$ cat src/rtl/point_delta_prep.sv
// Point-pair delta preprocessor for the CORDIC vectoring core: saturated dx/dy,
// right-half-plane fold, sequence tagging, and a skid FIFO behind valid/ready.
module point_delta_prep #(
    parameter int W     = 16,
    parameter int SEQ_W = 8
) (
    input  logic                clk,
    input  logic                rst,
    input  logic                in_valid,
    output logic                in_ready,
    input  logic signed [W-1:0] x_in1,
    input  logic signed [W-1:0] y_in1,
    input  logic signed [W-1:0] x_in2,
    input  logic signed [W-1:0] y_in2,
    output logic                out_valid,
    input  logic                out_ready,
    output logic signed [W-1:0] dx_out,
    output logic signed [W-1:0] dy_out,
    output logic                neg_flag,
    output logic                sat_flag,
    output logic [SEQ_W-1:0]    seq_out
);

    localparam logic signed [W-1:0] MAX_V = {1'b0, {(W-1){1'b1}}};
    localparam logic signed [W-1:0] MIN_V = {1'b1, {(W-1){1'b0}}};
    localparam int E_W = 2*W + 2 + SEQ_W;

    // Returns {sat, b - a} with the W+1 bit difference clamped into W bits.
    function automatic logic [W:0] sat_sub(input logic signed [W-1:0] a,
                                           input logic signed [W-1:0] b);
        logic [W:0] d;
        d = {b[W-1], b} - {a[W-1], a};
        if (d[W] != d[W-1]) begin
            return {1'b1, (d[W] ? MIN_V : MAX_V)};
        end
        return {1'b0, d[W-1:0]};
    endfunction

    // Returns {sat, -a}; the most negative value has no positive twin.
    function automatic logic [W:0] sat_neg(input logic signed [W-1:0] a);
        if (a == MIN_V) begin
            return {1'b1, MAX_V};
        end
        return {1'b0, -a};
    endfunction

    logic                accept;
    logic                pop;
    logic                advance;
    logic [1:0]          occ;

    logic [W:0]          sub_x;
    logic [W:0]          sub_y;

    logic                s1_vld_q, s1_vld_d;
    logic signed [W-1:0] s1_dx_q;
    logic signed [W-1:0] s1_dy_q;
    logic                s1_sat_q;
    logic [SEQ_W-1:0]    s1_seq_q;
    logic [SEQ_W-1:0]    seq_q, seq_d;

    logic [W:0]          neg_x;
    logic [W:0]          neg_y;
    logic signed [W-1:0] fold_dx;
    logic signed [W-1:0] fold_dy;
    logic                fold_neg;
    logic                fold_sat;
    logic [E_W-1:0]      push_entry;

    logic [E_W-1:0]      mem_q [2];
    logic                wr_ptr_q, wr_ptr_d;
    logic                rd_ptr_q, rd_ptr_d;
    logic [1:0]          cnt_q, cnt_d;
    logic [E_W-1:0]      head;

    assign occ       = cnt_q + {1'b0, s1_vld_q};
    assign in_ready  = (occ != 2'd3);
    assign out_valid = (cnt_q != 2'd0);
    assign accept    = in_valid && in_ready;
    assign pop       = out_valid && out_ready;
    assign advance   = s1_vld_q && ((cnt_q != 2'd2) || pop);

    assign sub_x = sat_sub(x_in1, x_in2);
    assign sub_y = sat_sub(y_in1, y_in2);

    // ---- input -> S1 ----
    always_comb begin
        s1_vld_d = s1_vld_q;
        if (accept) begin
            s1_vld_d = 1'b1;
        end else if (advance) begin
            s1_vld_d = 1'b0;
        end
        seq_d = accept ? seq_q + 1'b1 : seq_q;
    end

    always_ff @(posedge clk) begin
        if (rst) begin
            s1_vld_q <= 1'b0;
            seq_q    <= '0;
        end else begin
            s1_vld_q <= s1_vld_d;
            seq_q    <= seq_d;
        end
    end

    always_ff @(posedge clk) begin
        if (accept) begin
            s1_dx_q  <= sub_x[W-1:0];
            s1_dy_q  <= sub_y[W-1:0];
            s1_sat_q <= sub_x[W] | sub_y[W];
            s1_seq_q <= seq_q;
        end
    end

    // ---- S1 -> fold -> FIFO ----
    always_comb begin
        neg_x    = sat_neg(s1_dx_q);
        neg_y    = sat_neg(s1_dy_q);
        fold_neg = s1_dx_q[W-1];
        fold_dx  = s1_dx_q;
        fold_dy  = s1_dy_q;
        fold_sat = s1_sat_q;
        if (fold_neg) begin
            fold_dx  = neg_x[W-1:0];
            fold_dy  = neg_y[W-1:0];
            fold_sat = s1_sat_q | neg_x[W] | neg_y[W];
        end
        push_entry = {fold_dx, fold_dy, fold_neg, fold_sat, s1_seq_q};
    end

    always_comb begin
        wr_ptr_d = advance ? ~wr_ptr_q : wr_ptr_q;
        rd_ptr_d = pop ? ~rd_ptr_q : rd_ptr_q;
        cnt_d    = cnt_q;
        if (advance && !pop) begin
            cnt_d = cnt_q + 2'd1;
        end else if (pop && !advance) begin
            cnt_d = cnt_q - 2'd1;
        end
    end

    always_ff @(posedge clk) begin
        if (rst) begin
            wr_ptr_q <= 1'b0;
            rd_ptr_q <= 1'b0;
            cnt_q    <= 2'd0;
        end else begin
            wr_ptr_q <= wr_ptr_d;
            rd_ptr_q <= rd_ptr_d;
            cnt_q    <= cnt_d;
        end
    end

    always_ff @(posedge clk) begin
        if (advance) begin
            mem_q[wr_ptr_q] <= push_entry;
        end
    end

    // ---- FIFO head -> outputs ----
    // Data storage is never reset, so the outputs are forced to zero while empty.
    assign head     = mem_q[rd_ptr_q];
    assign dx_out   = out_valid ? head[E_W-1 -: W]          : '0;
    assign dy_out   = out_valid ? head[E_W-W-1 -: W]        : '0;
    assign neg_flag = out_valid ? head[SEQ_W+1]             : 1'b0;
    assign sat_flag = out_valid ? head[SEQ_W]               : 1'b0;
    assign seq_out  = out_valid ? head[SEQ_W-1:0]           : '0;

endmodule

$ cat config.mk
export PLATFORM = sky130hd
export DESIGN_NAME = point_delta_prep
export DESIGN_NICKNAME = d
export VERILOG_FILES = /design/src/rtl/point_delta_prep.sv
export SDC_FILE = /design/constraint.sdc
export NUM_CORES = 1
export LEC_CHECK = 0
export ABC_CLOCK_PERIOD_IN_PS = 4700
export CORE_ASPECT_RATIO = 1.75
export CORE_MARGIN = 1.5
export CORE_UTILIZATION = 55
export CTS_CLUSTER_DIAMETER = 120
export DETAILED_ROUTE_END_ITERATION = 10
export PLACE_DENSITY_LB_ADDON = 0.1
export SLEW_MARGIN = 20
export SYNTH_ARGS = -nofsm -noshare
export SYNTH_HDL_FRONTEND = slang
export SYNTH_SLANG_ARGS = --single-unit
$ cat constraint.sdc
create_clock -name clk -period 4.7 [get_ports clk]
set_input_delay 0.94 -clock clk [delete_from_list [all_inputs] [get_ports clk]]
set_output_delay 0.94 -clock clk [all_outputs]
set_load 0.1 [all_outputs]
* Yosys cells after proc, flatten, opt, wreduce, memory -nomap -nowiden *
Memories as Yosys holds them, arrays and structs flattened. A register that Yosys moved wholly into a read port is not among the register bits.
Index checks and enable logic that the tools add are counted.

storage, ports and cells
  bits in writable memories = 84
  output and inout port bits = 44
  memories = 1
  flip-flop bits (word level) = 54

memory list
  memory  words  width  read ports  clocked after memory_dff  write ports  line  RTL
  mem_q   2      42     1           1                         1            70    logic [E_W-1:0] mem_q [2];

cells by class
  equality and inequality tests = 6
  bitwise gates (word level) = 5
  muxes and demuxes = 30
  add/subtract/negate cells = 8
  reduce and logical (&&, ||, !) cells = 11

operators with widths
  operator                count
  $mux W17                8
  $mux W16                6
  $sub A16 B16 Y17        2
  $eq A16 B16 Y1 const B  2
  $neg A16 Y16            2
  $mux W1                 13
  $add A8 B1 Y8 const B   1
  $mux W8                 1
  $reduce_bool A2 Y1      3
  $logic_and A1 B1 Y1     5
  $mux W2                 2
  $ne A2 B2 Y1 const B    2
  $or A1 B1 Y1            3
  $add A2 B1 Y2           1
  $add A2 B1 Y2 const B   1
  $logic_not A1 Y1        2
  $ne A1 B1 Y1            2
  $not A1 Y1              2
  $sub A2 B1 Y2 const B   1
  $logic_or A1 B1 Y1      1

* Depth between registers and ports, before layout *
Gate-level depths: netlist of the first run.

  depth after elaboration = 8
  mapped depth = 16
  mapped depth without buffers = 16

* Worst setup path before layout of the first run *
OpenSTA, ideal clock, no wires.

  path type = in2reg
  start = input port y_in2[0]
  end = register s1_dy_q[14], data pin
  data arrival time = 4093 ps
  library setup time = 265 ps
  slack = 342 ps
  stages = 16
  path through = inv_1 > ha_1 > inv_1 > fa_1 > a211oi_1 > o21ai_1 > o221a_2 > a21oi_1 > nor3_1 > o21ai_0 > ha_1 > and3_1 > a32o_1 > a31oi_2 > o41ai_1 > or3_1

on the way
  cells in the longest elaborated chain, start to end = 4

RTL lines
  item                                             line    RTL
  from (decl)                                      14      input logic signed [W-1:0] y_in2,
  $sub A16 B16 Y17 (*)                             32      d = {b[W-1], b} - {a[W-1], a};
  $mux W16 / $ne A1 B1 Y1 (equally long branches)  34, 33
  $mux W17 / $mux W1 (equally long branches)       33      if (d[W] != d[W-1]) begin
  $mux W17 (*)                                     36      return {1'b0, d[W-1:0]};
  via sub_y[14]                                    53      logic [W:0] sub_y;
  to (signal assigned)                             110     s1_dy_q <= sub_y[W-1:0];
  to (decl)                                        57      logic signed [W-1:0] s1_dy_q;

The timed path passes the listed nets; every way through them passes the cells marked *. The select of a mux whose other input is x is not followed.
A chain may end at the register's enable or synchronous reset.

* Worst setup path in the final report of the first run *
  start = input port y_in1[0]
  end = register s1_dy_q[14], data pin

on the way
  cells in the longest elaborated chain, start to end = 4

RTL lines
  item                                             line    RTL
  from (decl)                                      12      input logic signed [W-1:0] y_in1,
  $sub A16 B16 Y17 (*)                             32
  $mux W16 / $ne A1 B1 Y1 (equally long branches)  34, 33
  $mux W17 / $mux W1 (equally long branches)       33
  $mux W17 (*)                                     36
  via sub_y[14]                                    53

Marked as above.

==> results of run 1 <==
area by class of cell:
class,instances,area share
repair buffers,127,0.129
well taps,174,0.0227
flip-flops and latches,139,0.420
inverters,45,0.0176
multi-input cells,479,0.348
clock buffers,19,0.0472
clock inverters,13,0.0149
worst max-delay path, cell delays in order:
cell	delay, ps
clkdlybuf4s50_1	460
ha_1	170
inv_1	60
fa_1	390
a211oi_1	250
o21ai_1	140
o221a_2	290
a21oi_1	180
nor3_1	60
o21ai_0	250
ha_1	320
and3_1	180
a32o_1	220
a31oi_2	170
o41ai_1	90
or3_1	380
stage by stage:
stage | area (sq um) | instances | TNS [ps] | hold WS, ps
2_1_floorplan | 7620 | 688 | 0 | 421
3_5_place_dp | 9000 | 964 | -137 | 442
3_3_place_gp | 9000 | 964 | 0 | 425
4_1_cts | 9600 | 996 | 0 | 455
5_1_grt | 9600 | 996 | 0 | 477
6_report | 9600 | 996 | 0 | 452
registers in the layout, summed over array words and instances, names as in the netlist, named ones only:
register,count
mem_q,84
s1_dx_q,16
s1_dy_q,16
s1_seq_q,8
seq_q,8
cnt_q,2
rd_ptr_q,1
s1_sat_q,1
s1_vld_q,1
wr_ptr_q,1
routing by layer:
metal	routed length, um	global-route usage
met3	516	0.0358
met4	282	0.0864
met1	5270	0.195
met2	7970	0.404
met5	0	0
power breakdown:
part           switching (mW)  internal (mW)  leakage (nW)
Clock                   0.480          0.810         0.278
Combinational            2.13          0.804          2.12
Sequential              0.132           1.71          1.29
Total                    2.74           3.33          3.68
kinds of logic after synthesis:
kind of cell               after synthesis  synth area share
AOI/OAI and AO/OA                      140             0.117
adders and majority gates               43            0.0726
muxes                                   44            0.0578
buffers and inverters                   70            0.0347
DFF                                    139             0.530
and+or+nand+nor                        194             0.122
xor gates and xnor gates                58            0.0667
worst max path at each step:
stage,to,slack [ps],cells after the start
after global routing,s1_dy_q[14],60,17
after global placement,s1_dy_q[14],60,16
after floorplan,s1_dy_q[14],340,16
after CTS,s1_dy_q[14],310,16
final,s1_dy_q[14],280,16
after detailed placement,s1_dy_q[14],-140,16
synthesized netlist by cell type (3+ instances only):
cell       number
a211oi_1        3
a21o_1         10
a21oi_1        34
a31oi_1         6
and3_1          5
buf_1           4
clkbuf_1       20
dfxtp_1        14
edfxtp_1      125
ha_1           41
inv_1          45
mux2i_1        44
nand2_1        56
nand2b_1        8
nand3_1         4
nand4_1         4
nor2_1         73
nor2b_1        10
nor3_1          7
o2111ai_1       3
o211ai_1        8
o21a_1          5
o21ai_0        41
o31ai_1         9
or2_2           3
or3_1           3
xnor2_1        18
xor2_1         40
==> flow_metrics.env, run 1 <==
export IMPL_syn_inst=688
export IMPL_drt_initial_drc_count=199
export IMPL_coreArea_sq_mm=0.0135
export IMPL_setup_viol=0
export IMPL_yosysWarnings=0
export IMPL_grt_pass1_wl_um=23300
export IMPL_ir_drop_mv=0.338
export IMPL_place_hpwl_um=10500
export IMPL_drc=0
export IMPL_cts_hold_fix_buffers=0
export IMPL_clk_latency_ps=400
export IMPL_grt_pass1_vias=5409
export IMPL_yosys_area_top_type="edfxtp_1"
export IMPL_power_mw=6.07
export IMPL_syn2layout_area_growth_pct=26.0
export IMPL_ys_flop_type="edfxtp_1"
export IMPL_synth_area_top_cells="edfxtp_1 49%, ha_1 6.7%, mux2i_1 5.8%"
export IMPL_ios=112
export IMPL_maxCapViolations=0
export IMPL_synth_edf_count=125
export IMPL_syn_num_nets=799
export IMPL_die_w_um=92.0
export IMPL_cts_resized=0
export IMPL_numCtsBuffers=17
export IMPL_worstSetupStartpointType="input pin"
export IMPL_min_from="s1_seq_q[2]"
export IMPL_pre_cts_ws_ps=-137
export IMPL_rows=56
export IMPL_drtPass1Iterations=5
export IMPL_maxSlewViolCount=0
export IMPL_grt_ovfl_total=0
export IMPL_synth_top_area_share=0.493
export IMPL_final_hold_violation_count=0
export IMPL_worstPathRequired_ps=4840
export IMPL_min_period_ps=4420
export IMPL_fin_ws_ps=280
export IMPL_hold_end="mem_q[0][2]"
export IMPL_die_h_um=159
export IMPL_seq_area_sq_mm=0.00404
export IMPL_grtUsageTotal=0.201
export IMPL_synthArstFlopShare=0
export IMPL_grt_max_degree=44
export IMPL_drive_above_1_share=0.0827
export IMPL_fin_skew_ps=9.97
export IMPL_clockBufferDepth=2
export IMPL_multi_input_area_sq_mm=0.00334
export IMPL_netlist_area_sq_mm=0.00762
export IMPL_diodes=0
export IMPL_routabilityCongestion=0.861
export IMPL_hold_path_depth=0
export IMPL_finish_utilization=0.714
export IMPL_routed_wirelength_um=14000
export IMPL_seq_area_frac_synth=0.530
export IMPL_max_freq_ghz=0.226
export IMPL_ant_nets=0
export IMPL_nets=920
export IMPL_synth_avg_cell_area_sq_um=11.1
export IMPL_worstReg2RegStart="s1_dy_q[6]"
export IMPL_crit_arrival_ps=4560
export IMPL_rrSetupSlack_ps=2050
export IMPL_slew_headroom=0.311
export IMPL_run_status="completed"
export IMPL_end_kind="flip-flop"
export IMPL_crit_type="in -> reg"
export IMPL_final_cell_mix="125 x edfxtp_1, 110 x clkdlybuf4s50_1, 72 x nor2_1"
export IMPL_htreeDepth=4
export IMPL_hp_class="reg -> reg"
export IMPL_post_cts_buffers=0
export IMPL_antenna_found_initial=0
export IMPL_routed_via_count=5470
export IMPL_finalCritPeriodShare=0.941
export IMPL_via_per_inst=5.49
export IMPL_wl_per_cell_um=14.1
export IMPL_dieArea_sq_mm=0.0146
export IMPL_port_buffers=111
export IMPL_rr_endpoint="mem_q[0][23]"
export IMPL_layout_commonest_cell="edfxtp_1"
export IMPL_cts_sinks=139
export IMPL_fill_cells=966
export IMPL_crit_start="y_in1[0]"
export IMPL_yosysUniqueCellTypes=63
export IMPL_power_density_mw_per_mm2=632
export IMPL_worst_slew_pin_slew_ps=1030
export IMPL_r2r_cells=5
export IMPL_ys_ff_latch=139
export IMPL_path_max_fanout=4
export IMPL_p_leak_nw=3.68
export IMPL_clkTransAtPathRegs_ps=60
export IMPL_cts_root_buf="clkbuf_16"
export IMPL_rsz0062_at_grt="no"
export IMPL_start_util=0.566
export IMPL_cts_tree="yes"
No activity file was read; power rests on OpenSTA's default activity.
==> run 2, diff against run 1 <==
--- a/config.mk
+++ b/config.mk
@@ -6,7 +6,6 @@
 export NUM_CORES = 1
 export LEC_CHECK = 0
 export ABC_CLOCK_PERIOD_IN_PS = 4700
-export CORE_ASPECT_RATIO = 1.75
 export CORE_MARGIN = 1.5
 export CORE_UTILIZATION = 55
 export CTS_CLUSTER_DIAMETER = 120
==> run 2 against run 1 <==
  * Sequential share of layout area decreased by 0.087 points
  * Flip-flop and latch count unchanged
  * Largest cell class unchanged
  * Cell area increased by 0.21%
  * Final cell count increased by 0.30%
  * Largest power group unchanged
  * Critical endpoint unchanged
  * Register-to-register slack got worse by 140 ps
==> flow_metrics.env, run 2 (same netlist as run 1, synthesis figures left out) <==
export IMPL_worstSetupStartpointType="input pin"
export IMPL_port_buffers=111
export IMPL_hold_end="mem_q[0][4]"
export IMPL_via_per_inst=5.45
export IMPL_clk_latency_ps=420
export IMPL_final_hold_violation_count=0
export IMPL_grt_pass1_wl_um=24300
export IMPL_power_density_mw_per_mm2=643
export IMPL_ant_nets=0
export IMPL_maxCapViolations=0
export IMPL_cts_root_buf="clkbuf_16"
export IMPL_max_flop_register="mem_q"
export IMPL_coreArea_sq_mm=0.0134
export IMPL_routed_via_count=5442
export IMPL_htreeDepth=4
export IMPL_dieArea_sq_mm=0.0146
export IMPL_drtPass1Iterations=5
export IMPL_rows=42
export IMPL_crit_type="in -> reg"
export IMPL_min_period_ps=4380
export IMPL_final_cell_mix="125 x edfxtp_1, 102 x clkdlybuf4s50_1, 72 x nor2_1"
export IMPL_crit_arrival_ps=4550
export IMPL_place_hpwl_um=10500
export IMPL_layout_commonest_cell="edfxtp_1"
export IMPL_cts_sinks=139
export IMPL_ir_drop_mv=0.292
export IMPL_worst_slew_pin_slew_ps=1030
export IMPL_setup_viol=0
export IMPL_clockBufferDepth=2
export IMPL_post_cts_buffers=0
export IMPL_timing_setup_tns_ps=0
export IMPL_cts_tree="yes"
export IMPL_fin_skew_ps=9.58
export IMPL_routed_wirelength_um=14500
export IMPL_rsz0062_at_grt="no"
export IMPL_end_kind="flip-flop"
export IMPL_clkTransAtPathRegs_ps=60
export IMPL_routabilityCongestion=0.867
export IMPL_grt_max_degree=43
export IMPL_grt_pass1_vias=5265
export IMPL_power_mw=6.19
export IMPL_ios=112
export IMPL_antenna_found_initial=0
export IMPL_syn2layout_area_growth_pct=26.3
export IMPL_path_max_fanout=4
export IMPL_finalCritPeriodShare=0.932
export IMPL_drc=0
export IMPL_worstPathRequired_ps=4860
export IMPL_start_util=0.568
export IMPL_rr_endpoint="mem_q[0][23]"
export IMPL_drive_above_1_share=0.0936
export IMPL_drt_initial_drc_count=315
export IMPL_grt_ovfl_total=0
export IMPL_min_from="s1_seq_q[4]"
export IMPL_cts_hold_fix_buffers=0
export IMPL_die_h_um=121
export IMPL_largest_reg_flops=84
export IMPL_rrSetupSlack_ps=1910
export IMPL_diodes=0
export IMPL_cts_resized=0
export IMPL_r2r_cells=5
export IMPL_p_leak_nw=3.72
export IMPL_die_w_um=121
export IMPL_maxSlewViolCount=0
export IMPL_numCtsBuffers=17
export IMPL_hold_path_depth=0
export IMPL_nets=921
export IMPL_max_freq_ghz=0.228
export IMPL_run_status="completed"
export IMPL_grtUsageTotal=0.211
export IMPL_fill_cells=950
export IMPL_slew_headroom=0.316
export IMPL_worstReg2RegStart="s1_dy_q[6]"
export IMPL_wl_per_cell_um=14.5
export IMPL_hp_class="reg -> reg"
export IMPL_largest_registers="mem_q x84, s1_dx_q x16, s1_dy_q x16"
[run 2: layout make-up]
class / count / area [sq um] / area share
Clock inverter: 15 / 200 / 0.0208
Sequential cell: 139 / 4040 / 0.419
Clock buffer: 17 / 425 / 0.0442
Multi-Input combinational cell: 479 / 3340 / 0.347
Inverter: 45 / 169 / 0.0176
Timing Repair Buffer: 128 / 1230 / 0.128
Tap cell: 176 / 220 / 0.0229
[run 2: worst max-delay path, stage by stage]
cell and delay [ps]:
clkdlybuf4s50_1 460, ha_1 150, inv_1 50, fa_1 400
a211oi_1 250, o21ai_1 130, o221a_2 290, a21oi_1 180
nor3_1 60, o21ai_0 260, ha_1 330, and3_1 190
a32o_1 220, a31oi_2 160, o41ai_1 100, or3_1 360
[run 2: worst max-delay path by stage]
stage / startpoint / endpoint / slack, ps / cells past startpoint
2_1_floorplan: y_in2[0] / s1_dy_q[14] / 340 / 16
3_5_place_dp: y_in1[0] / s1_dy_q[14] / -80 / 16
6_report: y_in1[0] / s1_dy_q[14] / 320 / 16
5_1_grt: y_in1[0] / s1_dy_q[14] / 120 / 16
3_3_place_gp: y_in1[0] / s1_dy_q[14] / 40 / 16
4_1_cts: y_in1[0] / s1_dy_q[14] / 350 / 16
[run 2: report_power, final]
group | leakage [nW] | internal [mW] | total (mW) | switching, mW
registers | 1.29 | 1.71 | 1.89 | 0.171
clock network | 0.295 | 0.886 | 1.38 | 0.495
logic | 2.13 | 0.798 | 2.92 | 2.12
[run 2: stage by stage]
stage | setup WS (ps) | cells | hold slack [ps] | util | area [sq um]
floorplan | 342 | 688 | 421 | - | 7620
global placement | 37.2 | 967 | 423 | 0.671 | 8990
detailed placement | -83.0 | 967 | 441 | 0.671 | 8990
CTS | 345 | 999 | 448 | 0.718 | 9620
global route | 117 | 999 | 461 | 0.718 | 9620
finish | 318 | 999 | 447 | 0.718 | 9620
[run 2: metal layers]
layer | wire, um | track usage
met3 | 687 | 0.0524
met1 | 6290 | 0.258
met4 | 171 | 0.0625
met5 | 0 | 0
met2 | 7370 | 0.370
==> run 3, diff against run 2 <==
--- a/config.mk
+++ b/config.mk
@@ -7,9 +7,10 @@
 export LEC_CHECK = 0
 export ABC_CLOCK_PERIOD_IN_PS = 4700
 export CORE_MARGIN = 1.5
-export CORE_UTILIZATION = 55
+export CORE_UTILIZATION = 64
 export CTS_CLUSTER_DIAMETER = 120
 export DETAILED_ROUTE_END_ITERATION = 10
+export DONT_BUFFER_PORTS = 1
 export PLACE_DENSITY_LB_ADDON = 0.1
 export SLEW_MARGIN = 20
 export SYNTH_ARGS = -nofsm -noshare
==> run 3 against run 2 <==
  * Largest power group unchanged
  * Maximum frequency grew 6.6%
  * Via count decreased by 7.7%
  * Combinational power decreased by 8.2%
  * Clock power about the same
  * The flow now finishes with violations (design-rule violations)
  * Register-to-register slack worse by 270 ps
  * Clock skew shrank 2.5 ps
  * Worst hold slack hardly changed
  * Critical path type unchanged
  * Setup slack better by 270 ps
  * Non-clock buffer count down 109
  * Power shrank 3.0%
  * Final cell count fell by 14%
  * First-iteration DRC count is 50% higher
==> flow_metrics.env, run 3 (same netlist as run 1, synthesis figures left out) <==
export IMPL_crit_start="y_in2[0]"
export IMPL_dieArea_sq_mm=0.0126
export IMPL_antenna_found_initial=0
export IMPL_crit_arrival_ps=4270
export IMPL_htreeDepth=4
export IMPL_final_cell_mix="125 x edfxtp_1, 56 x nand2_1, 45 x inv_1"
export IMPL_largest_registers="mem_q x84, s1_dx_q x16, s1_dy_q x16"
export IMPL_run_status="complete, but fails checks"
export IMPL_layout_commonest_cell="edfxtp_1"
export IMPL_grt_pass1_wl_um=22800
export IMPL_hp_class="reg -> reg"
export IMPL_start_util=0.661
export IMPL_crit_type="in -> reg"
export IMPL_cts_sinks=139
export IMPL_grtUsageTotal=0.228
export IMPL_post_cts_buffers=0
export IMPL_clockBufferDepth=2
export IMPL_ios=112
export IMPL_routed_wirelength_um=14000
export IMPL_maxSlewViolCount=0
export IMPL_cpMaxStageDelayCell="fa_1"
export IMPL_routabilityCongestion=0.822
export IMPL_dp_cells=825
export IMPL_timing_setup_tns_ps=0
export IMPL_fin_area_sq_mm=0.00861
export IMPL_drtPass1Iterations=8
export IMPL_end_kind="flip-flop"
export IMPL_slew_headroom=0.285
export IMPL_clkTransAtPathRegs_ps=60
export IMPL_post_layout_nonfiller_instances=857
export IMPL_pre_cts_ws_ps=182
export IMPL_max_freq_ghz=0.243
export IMPL_diodes=0
export IMPL_path_max_fanout=4
export IMPL_worstReg2RegStart="cnt_q[1]"
export IMPL_power_mw=6.00
export IMPL_max_flop_register="mem_q"
export IMPL_drc=8
export IMPL_critical_path_max_stage_delay_ps=430
export IMPL_final_hold_violation_count=0
export IMPL_fin_skew_ps=7.07
export IMPL_grt_pass1_vias=4866
export IMPL_finish_utilization=0.747
export IMPL_finalCritPeriodShare=0.875
export IMPL_ir_drop_mv=0.416
export IMPL_clk_latency_ps=410
export IMPL_maxCapViolations=0
export IMPL_place_hpwl_um=9680
export IMPL_power_density_mw_per_mm2=697
export IMPL_nets=812
export IMPL_numCtsBuffers=17
export IMPL_min_period_ps=4110
export IMPL_cts_tree="yes"
export IMPL_rrSetupSlack_ps=1640
export IMPL_cts_hold_fix_buffers=0
export IMPL_grt_max_degree=43
export IMPL_worstPathRequired_ps=4850
export IMPL_die_w_um=112
export IMPL_worstSetupStartpointType="input pin"
export IMPL_worst_slew_pin_slew_ps=1070
export IMPL_grt_ovfl_total=0
export IMPL_setup_viol=0
export IMPL_min_from="s1_seq_q[2]"
export IMPL_cts_resized=0
export IMPL_holdWs_ps=447
export IMPL_cts_root_buf="clkbuf_16"
export IMPL_wl_per_cell_um=16.3
export IMPL_port_buffers=0
export IMPL_fin_ws_ps=589
export IMPL_p_leak_nw=3.30
export IMPL_dpl_cell_area_sq_mm=0.00798
export IMPL_rows=39
export IMPL_die_h_um=112
export IMPL_syn2layout_area_growth_pct=13.0
export IMPL_violations="design-rule violations"
export IMPL_drt_initial_drc_count=471
export IMPL_coreArea_sq_mm=0.0115
export IMPL_rsz0062_at_grt="no"
export IMPL_ant_nets=0
export IMPL_largest_reg_flops=84
export IMPL_via_per_inst=5.86
export IMPL_routed_via_count=5024
export IMPL_cp_cell_sequence="inv_1, ha_1, inv_1, fa_1, a211oi_1, o21ai_1, o221a_2, a21oi_1, nor3_1, o21ai_0, ha_1, and3_1, a32o_1, a31oi_2, o41ai_1, or3_1"
export IMPL_drive_above_1_share=0.151
## run 3: cell types whose count changed in the layout (fill, tap and decap cells not counted), moves of 2 or more
cell             before  now
clkdlybuf4s50_1     102    0
clkinv_1              0    3
clkinvlp_4            4    2
buf_4                25   19
clkinv_4              4    0
nor2_2                1   42
nor2_1               72   30
## run 3: area by class of cell
cell class | count | area (sq um)
clock buffers | 18 | 429
flip-flops and latches | 139 | 4040
well taps | 143 | 179
clock inverters | 14 | 200
repair buffers | 19 | 143
fillers | 743 | 2910
inverters | 45 | 169
multi-input cells | 479 | 3450
## run 3: worst paths after layout
| path | end | cells after the start |
|---|---|---|
| setup / recovery | s1_dy_q[14] | 16 |
| setup reg to reg | cnt_q[1] | 6 |
| hold reg to reg | mem_q[0][2] | 0 |
| hold / removal | mem_q[0][2] | 0 |
## run 3: routing by layer
metal  global-route usage  vias to the layer above  wire (um)
met4               0.0751                        0        193
met1                0.300                     2315       6280
met5                    0                        -          0
met3               0.0454                       17        704
li1                     -                     2520          -
met2                0.382                      172       6800
## run 3: worst max-delay path, delay by kind of cell
family	cells	cell delay [ps]
adders and majority gates	3	890
buffers and inverters	2	90
AOI/OAI and AO/OA	8	1760
and+or+nand+nor	3	600
## run 3: where the power goes
group,leakage [nW],internal [mW],switching (mW)
Clock,0.303,0.933,0.477
Sequential,1.29,1.71,0.190
Combinational,1.70,0.555,2.13
